## src/rtl/mic_buffer_ctrl.sv

```systemverilog
// mic_buffer_ctrl: captures interleaved multi-channel FIR output samples into a
// double-banked (ping-pong) buffer memory. Each bank holds FRAME_SAMPLES rows of
// CHANNELS samples. When a bank fills, the write bank flips, buffer_selector names
// the finished bank and irq pulses. The host acknowledges with buf_ack. A bank
// that completes while the previous irq is still unacknowledged sets overrun.
//
// Build option MIC_BUFFER_SYNC_CHECK_EN:
//   defined   - capture starts only on a channel-0 sample, and every later sample
//               must carry the expected channel. A mismatch drops the partial bank,
//               sets sync_err and re-aligns on the next channel-0 sample.
//   undefined - every accepted sample is written at the address of its own channel
//               input, and sync_err is tied low.
//
// States:
//   state   | meaning
//   IDLE    | waiting for the first sample of a frame (channel 0 when checking)
//   FILL    | writing samples into the current bank
module mic_buffer_ctrl #(
  parameter int CHANNELS          = 8,
  parameter int CHANNELS_WIDTH    = 3,
  parameter int DATA_WIDTH        = 16,
  parameter int ADDR_WIDTH_BUFFER = 13,
  parameter int FRAME_SAMPLES     = 256
) (
  input  logic                         clk,
  input  logic                         resetn,
  input  logic                         write_data,
  input  logic [CHANNELS_WIDTH-1:0]    channel,
  input  logic [DATA_WIDTH-1:0]        data_in,
  input  logic                         buf_ack,
  output logic                         mem_we,
  output logic [ADDR_WIDTH_BUFFER-1:0] mem_addr,
  output logic [DATA_WIDTH-1:0]        mem_wdata,
  output logic                         buffer_selector,
  output logic                         irq,
  output logic                         overrun,
  output logic                         sync_err
);

  localparam int SIDX_W     = (FRAME_SAMPLES > 1) ? $clog2(FRAME_SAMPLES) : 1;
  localparam int BANK_WORDS = FRAME_SAMPLES * CHANNELS;

  typedef enum logic [0:0] {
    ST_IDLE = 1'b0,
    ST_FILL = 1'b1
  } state_t;

  state_t                         r_state;
  state_t                         w_state_next;

  logic                           r_wd_q;
  logic                           w_accept;

  logic [SIDX_W-1:0]              r_sidx;
  logic [SIDX_W-1:0]              w_sidx_next;
  logic                           r_wbank;
  logic                           w_wbank_next;

  logic                           w_do_write;
  logic                           w_complete;
  logic                           w_last_ch;
  logic                           w_last_sample;

  logic [ADDR_WIDTH_BUFFER-1:0]   w_bank_base;
  logic [ADDR_WIDTH_BUFFER-1:0]   w_row_base;
  logic [ADDR_WIDTH_BUFFER-1:0]   w_addr;

  logic                           r_mem_we;
  logic [ADDR_WIDTH_BUFFER-1:0]   r_mem_addr;
  logic [DATA_WIDTH-1:0]          r_mem_wdata;
  logic                           r_sel;
  logic                           r_irq;
  logic                           r_overrun;
  logic                           r_ack_pending;

`ifdef MIC_BUFFER_SYNC_CHECK_EN
  logic [CHANNELS_WIDTH-1:0]      r_exp;
  logic [CHANNELS_WIDTH-1:0]      w_exp_next;
  logic                           w_sync_fail;
  logic                           r_sync_err;
`endif

  // A sample is taken only on the rising edge of the valid level.
  assign w_accept      = write_data & ~r_wd_q;
  assign w_last_ch     = (channel == CHANNELS_WIDTH'(CHANNELS - 1));
  assign w_last_sample = (r_sidx == SIDX_W'(FRAME_SAMPLES - 1));

  // Write address: bank base + row base + channel offset.
  assign w_bank_base = r_wbank ? ADDR_WIDTH_BUFFER'(BANK_WORDS) : '0;
  assign w_row_base  = ADDR_WIDTH_BUFFER'(r_sidx) * ADDR_WIDTH_BUFFER'(CHANNELS);
  assign w_addr      = w_bank_base + w_row_base + ADDR_WIDTH_BUFFER'(channel);

  // Next-state, write decision and frame bookkeeping.
  always_comb begin
    w_state_next = r_state;
    w_do_write   = 1'b0;
    w_complete   = 1'b0;
    w_sidx_next  = r_sidx;
    w_wbank_next = r_wbank;
`ifdef MIC_BUFFER_SYNC_CHECK_EN
    w_exp_next   = r_exp;
    w_sync_fail  = 1'b0;
`endif

    case (r_state)
      ST_IDLE: begin
        if (w_accept) begin
`ifdef MIC_BUFFER_SYNC_CHECK_EN
          // Align on channel 0; anything else is dropped silently.
          if (channel == '0) begin
            w_do_write   = 1'b1;
            w_state_next = ST_FILL;
          end
`else
          w_do_write   = 1'b1;
          w_state_next = ST_FILL;
`endif
        end
      end
      ST_FILL: begin
        if (w_accept) begin
`ifdef MIC_BUFFER_SYNC_CHECK_EN
          if (channel == r_exp) begin
            w_do_write = 1'b1;
          end else begin
            // Lost channel alignment: throw away the partial bank but keep the bank bit.
            w_sync_fail  = 1'b1;
            w_state_next = ST_IDLE;
            w_sidx_next  = '0;
            w_exp_next   = '0;
          end
`else
          w_do_write = 1'b1;
`endif
        end
      end
      default: begin
        w_state_next = ST_IDLE;
      end
    endcase

    if (w_do_write) begin
      if (w_last_ch) begin
        if (w_last_sample) begin
          w_sidx_next  = '0;
          w_wbank_next = ~r_wbank;
          w_complete   = 1'b1;
        end else begin
          w_sidx_next = r_sidx + 1'b1;
        end
      end
`ifdef MIC_BUFFER_SYNC_CHECK_EN
      w_exp_next = w_last_ch ? '0 : channel + 1'b1;
`endif
    end
  end

  // FSM state register.
  always_ff @(posedge clk) begin
    if (resetn) begin
      r_state <= ST_IDLE;
    end else begin
      r_state <= w_state_next;
    end
  end

  // Edge register, counters, memory write port and host status.
  always_ff @(posedge clk) begin
    if (resetn) begin
      r_wd_q        <= 1'b0;
      r_sidx        <= '0;
      r_wbank       <= 1'b0;
      r_mem_we      <= 1'b0;
      r_mem_addr    <= '0;
      r_mem_wdata   <= '0;
      r_sel         <= 1'b0;
      r_irq         <= 1'b0;
      r_overrun     <= 1'b0;
      r_ack_pending <= 1'b0;
    end else begin
      r_wd_q   <= write_data;
      r_sidx   <= w_sidx_next;
      r_wbank  <= w_wbank_next;
      r_mem_we <= w_do_write;
      r_irq    <= w_complete;
      if (w_do_write) begin
        r_mem_addr  <= w_addr;
        r_mem_wdata <= data_in;
      end
      if (w_complete) begin
        r_sel <= r_wbank;
        // An ack arriving in the same cycle as the completing write still clears the old irq.
        if (r_ack_pending && !buf_ack) begin
          r_overrun <= 1'b1;
        end
      end
      // The pending flag rises with irq; an ack during the irq cycle clears the new one.
      if (w_complete) begin
        r_ack_pending <= 1'b1;
      end else if (buf_ack) begin
        r_ack_pending <= 1'b0;
      end
    end
  end

`ifdef MIC_BUFFER_SYNC_CHECK_EN
  // Expected-channel tracker and sticky alignment error.
  always_ff @(posedge clk) begin
    if (resetn) begin
      r_exp      <= '0;
      r_sync_err <= 1'b0;
    end else begin
      r_exp <= w_exp_next;
      if (w_sync_fail) begin
        r_sync_err <= 1'b1;
      end
    end
  end

  assign sync_err = r_sync_err;
`else
  assign sync_err = 1'b0;
`endif

  assign mem_we          = r_mem_we;
  assign mem_addr        = r_mem_addr;
  assign mem_wdata       = r_mem_wdata;
  assign buffer_selector = r_sel;
  assign irq             = r_irq;
  assign overrun         = r_overrun;

endmodule

```

## config.mk

```make
export PLATFORM = sky130hd
export DESIGN_NAME = mic_buffer_ctrl
export DESIGN_NICKNAME = d
export VERILOG_FILES = /design/src/rtl/mic_buffer_ctrl.sv
export SDC_FILE = /design/constraint.sdc
export NUM_CORES = 1
export LEC_CHECK = 0
export ABC_AREA = 1
export BUFFER_PORTS_ARGS = -buffer_cell sky130_fd_sc_hd__buf_2
export CAP_MARGIN = 20
export CELL_PAD_IN_SITES_DETAIL_PLACEMENT = 1
export CELL_PAD_IN_SITES_GLOBAL_PLACEMENT = 2
export CORE_MARGIN = 1.5
export CORE_UTILIZATION = 28
export DETAILED_ROUTE_END_ITERATION = 12
export PLACE_DENSITY_LB_ADDON = 0.1
export RECOVER_POWER = 50
export SETUP_SLACK_MARGIN = 0.2
export SLEW_MARGIN = 0
export SYNTH_ARGS = -nofsm -noshare
export SYNTH_HDL_FRONTEND = slang
export SYNTH_SLANG_ARGS = --single-unit
export TNS_END_PERCENT = 5
```

## constraint.sdc

```tcl
create_clock -name clk -period 2.64 [get_ports clk]
set_clock_uncertainty 0.05 [all_clocks]
set_input_delay 0 -clock clk [delete_from_list [all_inputs] [get_ports clk]]
set_output_delay 0 -clock clk [all_outputs]
set_load 0.02 [all_outputs]
```

==> results.sh <==
export IMPL_relSlewSlack=0.405
export IMPL_wl_per_cell_um=11.8
export IMPL_holdWs_ns=0.165
export IMPL_routed_wl_um=4250
export IMPL_antenna_left=0
export IMPL_synth_top_cell_area_share=0.529
export IMPL_ys_seq_area_frac=0.529
export IMPL_period_needed_ns=2.11
export IMPL_synthTopCellsByArea="dfxtp_1, nor2_1, o21ai_0"
export IMPL_worst_ep_required_time_ns=2.83
export IMPL_die_w_um=79.2
export IMPL_peakVddDrop_mv=0.242
export IMPL_rsz0062_at_grt="false"
export IMPL_grt_usage=0.148
export IMPL_cts_buffers=5
export IMPL_post_cts_setup_buffers=0
export IMPL_final_nets=310
export IMPL_end_kind="flip-flop"
export IMPL_slew_violations=0
export IMPL_drt_iter0_markers=46
export IMPL_final_util=0.405
export IMPL_postSynthAreaPerCell_um2=7.75
export IMPL_cts_root_buf="clkbuf_8"
export IMPL_drc_errors=0
export IMPL_rows=27
export IMPL_finalSetupViolations=0
export IMPL_fp_dieArea_um2=6280
export IMPL_clkTransAtPathRegs_ns=0.08
export IMPL_dpl_hpwl_um=2850
export IMPL_vias_per_cell=4.37
export IMPL_initial_core_util=0.294
export IMPL_worst_pin_slew_ns=0.893
export IMPL_dp_cells=328
export IMPL_io_buffers=54
export IMPL_cts_num_sinks=43
export IMPL_synth_seq_cells=43
export IMPL_layout_drive_gt1_share=0.125
export IMPL_firstDrtPassIters=4
export IMPL_p_leak_nw=0.911
export IMPL_grt_pass1_wl_um=7220
export IMPL_min_path_type="input pin to flip-flop"
export IMPL_diodes=0
export IMPL_fmax_ghz=0.473
export IMPL_cts_tree="done"
export IMPL_power_mw=1.40
export IMPL_critical_path_class="input pin to flip-flop"
export IMPL_clockBufferDepth=2
export IMPL_setup_tns_ns=0
export IMPL_pre_cts_ws_ns=1.08
export IMPL_antenna_found_initial=0
export IMPL_outcome="completed"
export IMPL_post_route_period_util=0.800
export IMPL_htreeDepth=2
export IMPL_pin_count=57
export IMPL_fin_ws_ns=0.527
export IMPL_die_h_um=79.2
export IMPL_dpl_cell_area_um2=1940
export IMPL_yosysUniqueCellTypes=25
export IMPL_overflow=0
export IMPL_clk_latency_ns=0.29
export IMPL_syn_area_um2=1630
export IMPL_yosysWarnings=0
export IMPL_maxCapViolations=0
export IMPL_worstPathArrival_ns=2.30
export IMPL_netlist_instances=210
export IMPL_fin_area_um2=2250
export IMPL_core_area_um2=5540
export IMPL_cp_start_kind="input pin"
export IMPL_via_count=1568
export IMPL_fin_cells=359
export IMPL_syn_to_final_growth_pct=38.1
export IMPL_netlist_top_cell_by_area="dfxtp_1"
export IMPL_finalHoldViolations=0
export IMPL_grt_pass1_vias=1582
export IMPL_gp_congestion=0.737
export IMPL_powerDensity_nw_per_um2=624
export IMPL_grt_max_degree=38
export IMPL_crit_path_max_fanout=23
[sequential cells by signal, indices dropped and copies added, names as in the netlist]
signal,cells
mem_we,1
r_sidx,8
r_wd_q,1
irq,1
mem_wdata,16
buffer_selector,1
overrun,1
r_wbank,1
mem_addr,12
r_ack_pending,1
[final cells by class]
class                      instances  area [µm²]
multi-input combinational        139         641
timing repair buffer              79         469
sequential                        43         861
tap                               72        90.1
clock buffer                       6        82.6
inverter                          18        67.6
fill                             723        3290
clock inverter                     2        35.0
[path summary, 6_finish.rpt]
check                           startpoint          end  slack (ns)  cells after the start
worst min register to register     overrun      overrun        0.42                      2
worst min-delay path            channel[0]    r_sidx[0]        0.16                      5
worst max-delay path            write_data  mem_addr[0]        0.53                      7
worst max register to register      r_wd_q  mem_addr[0]        0.58                      6
[cells in the final DEF (no fill, tap or decap)]
master         instances
nor3_1                 1
o21ai_0               32
nand2_1               20
bufinv_16              1
inv_2                  1
a21oi_1               13
buf_4                  1
dlygate4sd3_1         23
buf_2                 20
xor2_1                 1
nand2_2                1
nor2_4                 1
ha_1                   1
conb_1                 2
nor2_1                51
o21ai_1                2
clkbuf_8               6
nand4_2                1
nor2_2                 2
clkinv_1               1
inv_1                 16
nand4_1                2
clkinv_2               1
nand3_1                8
dfxtp_1               43
nand3_2                1
clkbuf_1              35
[cell families (layout without fill, tap and decap cells)]
kind of cell,count (synthesis),in the layout,share of synthesized area
simple gates,88,88,0.232
compound gates,47,47,0.145
flops,43,43,0.529
buf+inv,29,105,0.0792
fa+ha+maj,1,1,0.00769
other cells,1,2,0.00231
xor+xnor,1,1,0.00539
[routing by layer]
metal	vias up	GRT usage	part of all wire
li1	823	-	-
met1	704	0.183	0.47
met2	34	0.253	0.47
met3	7	0.0333	0.050
met4	0	0.0474	0.011
met5	-	0	0
[where the power goes]
group / internal [mW] / switching, mW
Clock: 0.306 / 0.218
Sequential: 0.681 / 0.0155
Combinational: 0.0685 / 0.112
[Yosys cell counts]
master    instances
clkbuf_1          3
conb_1            1
nor2_4            1
clkinv_1          1
inv_2             1
buf_1             1
buf_2             4
xor2_1            1
dfxtp_1          43
o21ai_1           2
buf_6             1
nand2_2           1
ha_1              1
inv_1            16
nand3_1           8
buf_4             2
nor2_1           51
o21ai_0          32
a21oi_1          13
nor2_2            2
nand3_2           1
nand4_2           1
nand2_1          20
nand4_1           2
nor3_1            1
[worst max-delay path, cell delays in order]
cell and delay, ns:
dlygate4sd3_1 0.55, clkbuf_1 0.13, nand2_2 0.08, clkbuf_1 0.67, nand2_1 0.12, a21oi_1 0.18, dlygate4sd3_1 0.57
[timing repair]
| action | 4_1_cts | 5_1_grt |
|---|---|---|
| endpoints found under the hold margin | 25 | 0 |
| resized for setup | 0 | 0 |
| hold buffers | 23 | 0 |
| endpoints found under the setup margin | 0 | 0 |
Note: power is estimated with default switching activity, not from simulation.
